**config.mk**
```make
export PLATFORM = sky130hd
export DESIGN_NAME = rom_dl_arbiter
export DESIGN_NICKNAME = d
export VERILOG_FILES = /design/src/rtl/rom_dl_arbiter.sv
export SDC_FILE = /design/constraint.sdc
export NUM_CORES = 1
export LEC_CHECK = 0
export ABC_AREA = 1
export CELL_PAD_IN_SITES_DETAIL_PLACEMENT = 1
export CELL_PAD_IN_SITES_GLOBAL_PLACEMENT = 2
export CORE_AREA = 2 2 101 103
export CTS_BUF_LIST = sky130_fd_sc_hd__clkbuf_4 sky130_fd_sc_hd__clkbuf_8
export CTS_CLUSTER_DIAMETER = 200
export CTS_CLUSTER_SIZE = 10
export DETAILED_ROUTE_END_ITERATION = 12
export DIE_AREA = 0 0 103 105
export PLACE_DENSITY_LB_ADDON = 0.1
export SLEW_MARGIN = 40
export SYNTH_ARGS = -nofsm -noshare
export SYNTH_HDL_FRONTEND = slang
export SYNTH_SLANG_ARGS = --single-unit
```
**constraint.sdc**
```tcl
create_clock -name CLK -period 1.9 [get_ports CLK]
set_input_delay 0.38 -clock CLK [delete_from_list [all_inputs] [get_ports CLK]]
set_output_delay 0.38 -clock CLK [all_outputs]
set_load 0.01 [all_outputs]
```
**src/rtl/rom_dl_arbiter.sv**
```systemverilog
// ----------------------------------------------------------------------------
// rom_dl_arbiter : shares the ROM RAM port between HPS download writes and
//                  CPU/video reads, and sequences core reset around a download.
// Revision 1.0
// ----------------------------------------------------------------------------
`default_nettype none
`timescale 1ns/1ps

module rom_dl_arbiter #(
  parameter int            AW          = 16,
  parameter int            HOLD_CYCLES = 1024,
  parameter logic [AW-1:0] ROM_TOP     = 16'hBFFF
) (
  input  logic          CLK,
  input  logic          RESET_N,
  input  logic          dn_download,
  input  logic          dn_wr,
  input  logic [AW-1:0] dn_addr,
  input  logic [7:0]    dn_data,
  input  logic          cpu_req,
  input  logic [AW-1:0] cpu_addr,
  output logic [7:0]    cpu_data,
  output logic          cpu_valid,
  output logic [AW-1:0] ram_addr,
  output logic [7:0]    ram_din,
  output logic          ram_we,
  input  logic [7:0]    ram_dout,
  output logic          core_reset,
  output logic          dl_overflow
);

  localparam int            CW       = (HOLD_CYCLES > 1) ? $clog2(HOLD_CYCLES) : 1;
  localparam logic [CW-1:0] CNT_LOAD = CW'(HOLD_CYCLES - 1);

  typedef enum logic [2:0] {
    S_IDLE  = 3'd0,
    S_LOAD  = 3'd1,
    S_DRAIN = 3'd2,
    S_HOLD  = 3'd3,
    S_RUN   = 3'd4
  } state_t;

  state_t          state_q, state_d;
  logic [CW-1:0]   cnt_q, cnt_d;
  logic            core_reset_q, core_reset_d;
  logic            ovf_q, ovf_d;
  logic            buf_valid_q, buf_valid_d;
  logic [AW-1:0]   buf_addr_q, buf_addr_d;
  logic [7:0]      buf_data_q, buf_data_d;
  logic            rd_pend_q, rd_pend_d;
  logic            cpu_valid_q, cpu_valid_d;
  logic [7:0]      cpu_data_q, cpu_data_d;

  logic            wr_window;
  logic            wr_cand;
  logic            drain;
  logic            wr_accept;
  logic            wr_drop;

  // A read always owns the port; the buffered write drains on any cycle without one.
  assign wr_window = (state_q == S_LOAD) || (state_q == S_DRAIN);
  assign wr_cand   = dn_wr && wr_window && (dn_addr <= ROM_TOP);
  assign drain     = buf_valid_q && !cpu_req;
  assign wr_accept = wr_cand && (!buf_valid_q || drain);
  assign wr_drop   = wr_cand && !wr_accept;

  always_comb begin
    ram_addr = buf_addr_q;
    ram_din  = buf_data_q;
    ram_we   = 1'b0;
    if (cpu_req) begin
      ram_addr = cpu_addr;
    end else if (buf_valid_q) begin
      ram_we = 1'b1;
    end
  end

  always_comb begin
    state_d = state_q;
    cnt_d   = cnt_q;
    case (state_q)
      S_IDLE: begin
        if (dn_download) begin
          state_d = S_LOAD;
        end else begin
          state_d = S_HOLD;
          cnt_d   = CNT_LOAD;
        end
      end
      S_LOAD: begin
        if (!dn_download) state_d = S_DRAIN;
      end
      S_DRAIN: begin
        if (!buf_valid_q && !wr_accept) begin
          state_d = S_HOLD;
          cnt_d   = CNT_LOAD;
        end
      end
      S_HOLD: begin
        if (dn_download) begin
          state_d = S_LOAD;
        end else if (cnt_q == '0) begin
          state_d = S_RUN;
        end else begin
          cnt_d = cnt_q - CW'(1);
        end
      end
      S_RUN: begin
        if (dn_download) state_d = S_LOAD;
      end
      default: state_d = S_IDLE;
    endcase

    core_reset_d = (state_d != S_RUN);

    if ((state_d == S_LOAD) && (state_q != S_LOAD)) ovf_d = 1'b0;
    else                                            ovf_d = ovf_q | wr_drop;

    buf_valid_d = buf_valid_q;
    buf_addr_d  = buf_addr_q;
    buf_data_d  = buf_data_q;
    if (wr_accept) begin
      buf_valid_d = 1'b1;
      buf_addr_d  = dn_addr;
      buf_data_d  = dn_data;
    end else if (drain) begin
      buf_valid_d = 1'b0;
    end

    // RAM answers one cycle after the address; the result is registered once more.
    rd_pend_d   = cpu_req;
    cpu_valid_d = rd_pend_q;
    cpu_data_d  = rd_pend_q ? ram_dout : cpu_data_q;
  end

  always_ff @(posedge CLK or negedge RESET_N) begin
    if (!RESET_N) begin
      state_q      <= S_IDLE;
      cnt_q        <= '0;
      core_reset_q <= 1'b1;
      ovf_q        <= 1'b0;
      buf_valid_q  <= 1'b0;
      buf_addr_q   <= '0;
      buf_data_q   <= 8'h00;
      rd_pend_q    <= 1'b0;
      cpu_valid_q  <= 1'b0;
      cpu_data_q   <= 8'h00;
    end else begin
      state_q      <= state_d;
      cnt_q        <= cnt_d;
      core_reset_q <= core_reset_d;
      ovf_q        <= ovf_d;
      buf_valid_q  <= buf_valid_d;
      buf_addr_q   <= buf_addr_d;
      buf_data_q   <= buf_data_d;
      rd_pend_q    <= rd_pend_d;
      cpu_valid_q  <= cpu_valid_d;
      cpu_data_q   <= cpu_data_d;
    end
  end

  assign core_reset  = core_reset_q;
  assign dl_overflow = ovf_q;
  assign cpu_valid   = cpu_valid_q;
  assign cpu_data    = cpu_data_q;

endmodule

`default_nettype wire

```
# Word-level counts from Yosys, hierarchy flattened
# Index checks and enable logic that the tools add are counted.
[classes]
add_sub_neg = 1
n_eq_ne = 11
magnitude_cmp = 1
n_reduce_logical = 17
muxes = 18
bitwise_logic = 1
[op_table]
columns = ["cell", "count"]
rows = [
  ["$mux W10", 4],
  ["$pmux W10 S3", 1],
  ["$le A16 B16 Y1 const B", 1],
  ["$mux W16", 1],
  ["$mux W3", 5],
  ["$pmux W3 S5", 1],
  ["$logic_not A10 Y1", 1],
  ["$sub A10 B1 Y10 const B", 1],
  ["$logic_and A1 B1 Y1", 7],
  ["$eq A3 B1 Y1 const B", 2],
  ["$eq A3 B2 Y1 const B", 2],
  ["$ne A2 B2 Y1 const B", 3],
  ["$mux W1", 5],
  ["$reduce_and A5 Y1", 1],
  ["$eq A3 B3 Y1 const B", 1],
  ["$logic_not A1 Y1", 3],
  ["$logic_not A3 Y1", 1],
  ["$ne A3 B1 Y1 const B", 1],
  ["$ne A3 B3 Y1 const B", 1],
  ["$reduce_bool A3 Y1", 1],
  ["$logic_or A1 B1 Y1", 2],
  ["$mux W2", 1],
  ["$ne A2 B1 Y1 const B", 1],
  ["$reduce_bool A2 Y1", 1],
  ["$or A1 B1 Y1", 1],
]
[word_totals]
output_inout_bits = 36
word_cells = 59
in_bits = 53
regBits = 50

# Logic depth before layout (Yosys ltp)
# Gate-level depths: netlist of run 1.
[logic_depth]
depth_word = 12
ltp_mapped = 11
ltp_nobuf = 11

# Least setup slack after synthesis of run 1
# Ideal clock, no wire load.
[synth_path]
path_type = "register to register"
startpoint = "register cnt_q[0]"
endpoint = "register cnt_q[9]"
period_less_slack_ns = 1.487
t_required_ns = 1.780
arrival_time_ns = 1.366
setup_slack_ns = 0.413
setup_ns = 0.120
stages_incl_launch_ff = 11
n_path_buf = 1
cell_sequence = "dfrtp_1 > inv_1 > ha_1 > nand3_1 > nor2_1 > nand3_2 > o21ai_2 > nor2_4 > buf_8 > o21ai_2 > nand2_1"
[synth_between]
elab_chain_cells = 4
word_cells_on_any_way = 7
cone_classes = "add/sub: 1; eq/ne: 1; mux: 3; reduce/logical: 2"
[synth_rtl]
columns = ["item", "line", "rtl"]
rows = [
  ["start: declaration", "44", "logic [CW-1:0] cnt_q, cnt_d;"],
  ["start signal: assignment", "150", "cnt_q <= cnt_d;"],
  ["$sub A10 B1 Y10", "105", "cnt_d = cnt_q - CW'(1);"],
  ["$mux W10", "102", "end else if (cnt_q == '0) begin"],
  ["$mux W10", "100", "if (dn_download) begin"],
  ["$pmux W10 S3", "81", "case (state_q)"],
]
# Several ways; a longest one is shown, not always the timed one. The select of a mux whose other input is x is not followed.
# A chain may end at the register's enable or synchronous reset.

# Worst setup path in the final report of run 1
[layout_path]
startpoint = "register core_reset_q (netlist: core_reset)"
endpoint = "output core_reset"
[layout_rtl]
columns = ["item", "line", "rtl"]
rows = [
  ["start: declaration", "45", "logic core_reset_q, core_reset_d;"],
  ["start signal: assignment", "151", "core_reset_q <= core_reset_d;"],
  ["end: declaration", "28", "output logic core_reset,"],
]
# No word-level cell between the ends.

==> flow_summary.toml, run 1 <==
[status]
status = "completed"

[worst_setup_path]
endpoint_kind = "output port"
required_ns = 1.52
crit_family = "flip-flops"
path_class = "register to output port"
start_kind = "register"
worstPathArrival_ns = 1.34
cp.buffers_inverters = 1
cp_cell_sequence = "clkdlybuf4s50_1"
crit_path_max_fanout = 1
cpPeakStageDelay_ns = 0.52
cpMaxStageDelayCell = "dfstp_2"

[finish]
stdcell_area_um2 = 3746
antenna_cells = 0
fin_util_pct = 38.86
area.growth.synth_to_final_pct = 50.91
n_fill_cell = 1192
seq_area_um2 = 1252
multi_input_area_um2 = 1022
final_common_cell = "nand2_1"
nNetsFinal = 459
drive_gt1_share_pct = 13.09
final_cell_mix = "93 x nand2_1, 69 x clkdlybuf4s50_1, 49 x dfrtp_1, 40 x inv_1, 37 x o21ai_0"
fin_cells = 538

[power_and_ir_drop]
ir_drop_mv = 0.3698
leakagePower_uw = 0.001741
p_total_uw = 4691
p_per_area_nw_per_um2 = 1252

[global_route]
track_usage_pct = 13.35
grt_max_degree = 36
grt_antenna_before_repair = 0
grt_pass1_wl_mm = 11.39
grt_pass1_vias = 2430
grt-ovfl-total = 0

[timing]
slew_headroom_pct = 74.30
finalHoldViolations = 0
fmax_mhz = 580.2
setup_violations = 0
fin_skew_ns = 0.009780
finalCritPeriodShare_pct = 90.71
tightestPinTransition_ns = 0.3855
post-route-min-period_ns = 1.724
rsz0062_at_grt = "false"
setup_ws_ns = 0.1765
finalMaxSlewViolations = 0

[synthesis]
synth.distinct_cells = 27
syn_nets = 358
yosysWarnings = 0
yosysTopAreaCellShare_pct = 49.40
synth_seq_cells = 50
yosysSeqAreaShare_pct = 50.45
synthTopCellsByArea = "dfrtp_1 49%, nand2_1 14%, o21ai_0 7.5%, inv_1 6.0%, mux2_2 3.6%"
syn_inst = 303
postSynthAreaPerCell_um2 = 8.193
yosysTopAreaCell = "dfrtp_1"
syn_area_um2 = 2482

[route]
ant_nets = 0
via_per_inst = 4.214
drt_iter0_drc = 65
wl_per_cell_um = 13.18
routed_wl_mm = 7.092
num_vias = 2267
dr.pass1.iters = 4
drc = 0

[clock_tree]
cts-root-buf = "clkbuf_8"
numCtsBuffers = 5
cts.sinks = 50
clk_latency_ns = 0.31
clockBufferDepth = 2
htreeDepth = 2
clkTransAtPathRegs_ns = 0.10
cts_tree = "built"

[floorplan]
ios = 89
row_count = 36
core-area_um2 = 9639
dieArea_um2 = 10820
fp.dieW_um = 103
start_util_pct = 25.75
fp.dieH_um = 105

[placement]
portBuffers = 88
dpl.cell_count = 525
place_area_um2 = 3578
pre_cts_slack_ns = -0.2728
dp_hpwl_mm = 5.491
place_congestion = 0.7352

[min_path]
hp-class = "register to register"

[flow_run]
max_cap_violations = 0
==> through the flow <==
| step | hold WS, ns | TNS, ns |
|---|---|---|
| detailed placement | 0.3214 | -5.165 |
| global placement | 0.3294 | -4.771 |
| CTS | 0.4866 | 0 |
| global route | 0.5147 | 0 |
| finish | 0.4773 | 0 |
| floorplan | 0.08441 | 0 |
==> layer usage <==
metal	part of all wire, %	track usage [%]	vias to the layer above	routed length, um
met5	0	0	-	0
met2	48	21.61	50	3395
met1	44	16.78	1062	3108
met3	7.3	4.950	8	515
li1	-	-	1147	-
met4	1.0	3.102	0	73
==> worst paths after layout <==
check	depth (start not counted)	endpoint	startpoint	slack, ns
setup / recovery	1	core_reset	core_reset	0.18
hold / removal	2	ram_din[4]	ram_din[4]	0.48
setup reg to reg	10	cnt_q[1]	cnt_q[0]	0.20
hold reg to reg	2	ram_din[4]	ram_din[4]	0.48
max in group asynchronous	3	core_reset	RESET_N	0.84
min in group asynchronous	2	buf_addr_q[11]	RESET_N	0.53
==> power breakdown <==
part	internal, uW	switching [uW]
Clock	392	372
Combinational	971	1240
Sequential	1480	239
==> area by class of cell <==
type / count / share of cell area [%]
well taps: 133 / 4.442
flip-flops and latches: 50 / 33.43
clock inverters: 3 / 1.202
clock buffers: 5 / 1.837
inverters: 41 / 4.108
multi-input cells: 202 / 27.29
repair buffers: 104 / 27.69
==> kinds of logic (layout without fill, tap and decap cells) <==
logic type / after synthesis / in the layout / share of synthesized area [%]
mux: 8 / 8 / 3.629
flops: 50 / 50 / 50.45
xor+xnor: 2 / 2 / 0.7058
compound gates: 54 / 54 / 13.00
simple gates: 136 / 136 / 22.83
fa+ha+maj: 2 / 2 / 1.008
buf+inv: 51 / 153 / 8.367
==> synth_stat cells, drive strengths merged <==
cell type   n
a21oi       4
nand2      97
dfrtp      49
o211ai      1
buf         5
clkbuf      5
xor2        1
o21bai      1
nor3        2
nand4       1
o21ai      47
dfstp       1
ha          2
inv        41
o31ai       1
xnor2       1
mux2        8
nor2       21
nand3      15
==> repair_timing <==
| item | CTS | global route |
|---|---|---|
| setup endpoints to repair | 17 | 20 |
| hold buffers | 1 | 0 |
| hold endpoints to repair | 13 | 0 |
| pin swaps | 0 | 1 |
| gates cloned | 0 | 1 |
| resized for setup | 18 | 2 |
| buffers inserted | 0 | 3 |
==> state kept, by name, summed over array words and instances, names as in the netlist <==
signal	count
ram_din	8
core_reset	1
cpu_valid_d	1
buf_addr_q	16
state_q	3
dl_overflow	1
buf_valid_q	1
cpu_valid	1
cpu_data	8
cnt_q	10
(Power assumes the default switching activity.)
==> run 2, diff against run 1 <==
--- a/config.mk
+++ b/config.mk
@@ -14,6 +14,7 @@
 export CTS_CLUSTER_SIZE = 10
 export DETAILED_ROUTE_END_ITERATION = 12
 export DIE_AREA = 0 0 103 105
+export GPL_TIMING_DRIVEN = 1
 export PLACE_DENSITY_LB_ADDON = 0.1
 export SLEW_MARGIN = 40
 export SYNTH_ARGS = -nofsm -noshare
==> results of run 2 <==
Same layout as run 1: the final DEF is identical, and so are final timing and power.
==> RTL edit, RTL diff (settings of run 2) <==
The parameter `HOLD_CYCLES` goes from 1024 to 512.
--- a/src/rtl/rom_dl_arbiter.sv
+++ b/src/rtl/rom_dl_arbiter.sv
@@ -8,7 +8,7 @@
 
 module rom_dl_arbiter #(
   parameter int            AW          = 16,
-  parameter int            HOLD_CYCLES = 1024,
+  parameter int            HOLD_CYCLES = 512,
   parameter logic [AW-1:0] ROM_TOP     = 16'hBFFF
 ) (
   input  logic          CLK,
Behaviour: same outputs for any inputs over 10 cycles, from zero or initial values and one cycle with RESET_N low; that may be too few to reach the edited logic, so the function may still have changed.
==> RTL edit against run 2 <==
Cell area shrank 2.6%; via count down 2.4%; synthesized cell count fell by 1.7%; sequential cell count is 1 lower; area after synthesis is 2.6% lower; worst setup slack got worse by 0.0020 ns; wire length shrank 7.7%; largest cell class unchanged; power fell by 5.9%; worst hold slack improved by 0.0024 ns.
==> RTL edit: results (changes against run 2) <==
Status
  • Status: complete, no violations (unchanged)

Min path
  • End of the worst hold path: cnt_q[1] (was ram_din[4])
  • Startpoint of the worst hold path: cnt_q[1] (was ram_din[4])
  • Number of cells traversed by the worst hold path: 2 (unchanged)

GRT
  • Overall routing resource usage: 13.1% (was 13.3%)
  • Wire length of the first global-routing pass: 11300 um (was 11400 um)
  • Via count of the first global-routing pass: 2319 (was 2430)
  • Global routing usage on met1: 17.0% (was 16.8%)
  • Met3 routing resource usage after global routing: 3.95% (was 4.95%)
  • Antenna violations before repair: 0 (unchanged)

Power
  • Worst VDD drop: 0.000293 V (was 0.000370 V)
  • Static power due to leakage: 1.72 nW (was 1.74 nW)

Final layout
  • Non-CTS buffers: 103 (was 104)
  • Combined flip-flop and latch cell area: 0.00123 sq mm (was 0.00125 sq mm)
  • Clock buffers and inverters, area share: 2.61% (was 3.04%)
  • Fill cell instance count of the final layout: 1189 (was 1192)
  • Count of nets after finishing: 451 (was 459)
  • Regs by FF count: buf_addr_q: 16 flops, cnt_q: 9 flops (was buf_addr_q: 16 flops, cnt_q: 10 flops)
  • Number of non-clock inverters: 45 (was 41)
  • Fraction of final layout cells with drive strength greater than 1: 10.6% (was 13.1%)
  • Portion of the layout cell area used by non-clock buffers: 28.2% (was 27.7%)

Yosys
  • Share of the synthesized area in the top cell type: 49.7% (was 49.4%)
  • Synthesized Nets: 353 (was 358)
  • Synthesized flop and latch total: 49 (was 50)
  • Most frequent cells after synthesis: sky130_fd_sc_hd__nand2_1, sky130_fd_sc_hd__dfrtp_1, sky130_fd_sc_hd__inv_1 (unchanged)
  • Number of library cell types mapped by synthesis: 26 (was 27)
  • Sequential share of the synthesized area: 50.8% (was 50.5%)

Drt
  • Detailed-route wire length: 6540 um (was 7090 um)
  • Initial drt markers: 29 (was 65)

Place
  • Half-perimeter wire length of the detailed placement result: 4910 um (was 5490 um)
  • Number of port buffers: 88 (unchanged)
  • Worst slack at placement: -0.306 ns (was -0.273 ns)
  • Weighted congestion reported at the end of routability-driven placement: 0.709 (was 0.735)

Timing
  • Transition at the pin with the smallest max-transition slack: 0.384 ns (was 0.385 ns)
  • Final worst hold slack: 0.480 ns (was 0.477 ns)

Clocking
  • Post-cts resize count: 22 (was 18)

Worst setup path
  • Register-to-register setup slack: 0.28 ns (was 0.20 ns)
  • Cell depth of the worst flop-to-flop path: 9 (was 10)
  • Source of the worst register-to-register timing path: state_q[1] (was cnt_q[0])
  • Category of cells accounting for the largest share of critical-path delay: flip-flops (unchanged)
## RTL edit: per-layer routing
| metal | wire [um] | share of wire, % | up-vias |
|---|---|---|---|
| met1 | 2870 | 44 | 1035 |
| met5 | 0 | 0 | - |
| li1 | - | - | 1123 |
| met2 | 3220 | 49 | 50 |
| met3 | 398 | 6.1 | 5 |
| met4 | 55 | 0.84 | 0 |
## RTL edit: power breakdown
| part | internal [W] | switching (W) | leakage, nW |
|---|---|---|---|
| clock network | 0.000269 | 0.000384 | 0.0487 |
| logic | 0.000956 | 0.00113 | 1.08 |
| registers | 0.00145 | 0.000229 | 0.587 |
## RTL edit: worst max-delay path by stage
stage | endpoint | slack [ns] | depth (start not counted)
6_report | core_reset | 0.17 | 1
5_1_grt | cnt_q[2] | 0.06 | 9
4_1_cts | ram_addr[14] | 0.01 | 4
3_5_place_dp | ram_addr[8] | -0.31 | 5
3_3_place_gp | ram_addr[14] | -0.30 | 5
2_1_floorplan | cnt_q[5] | 0.38 | 9
## RTL edit: cells by family (layout without fill, tap and decap cells)
kind of cell	Yosys count	after routing	synth area share, %
AND/OR/NAND/NOR	133	133	24.0
buffers and inverters	57	156	9.73
flip-flops	49	49	50.8
AO/OA/AOI/OAI	47	47	10.1
multiplexers	8	8	3.72
adder cells (fa/ha/maj)	2	2	1.03
XOR/XNOR	2	2	0.724
## RTL edit: metrics by stage
step / instances / instance area (sq um) / TNS, ns
6_report: 530 / 3650 / 0
5_1_grt: 530 / 3650 / 0
4_1_cts: 530 / 3660 / 0
3_5_place_dp: 520 / 3540 / -4.46
3_3_place_gp: 520 / 3540 / -4.31
2_1_floorplan: 298 / 2420 / 0
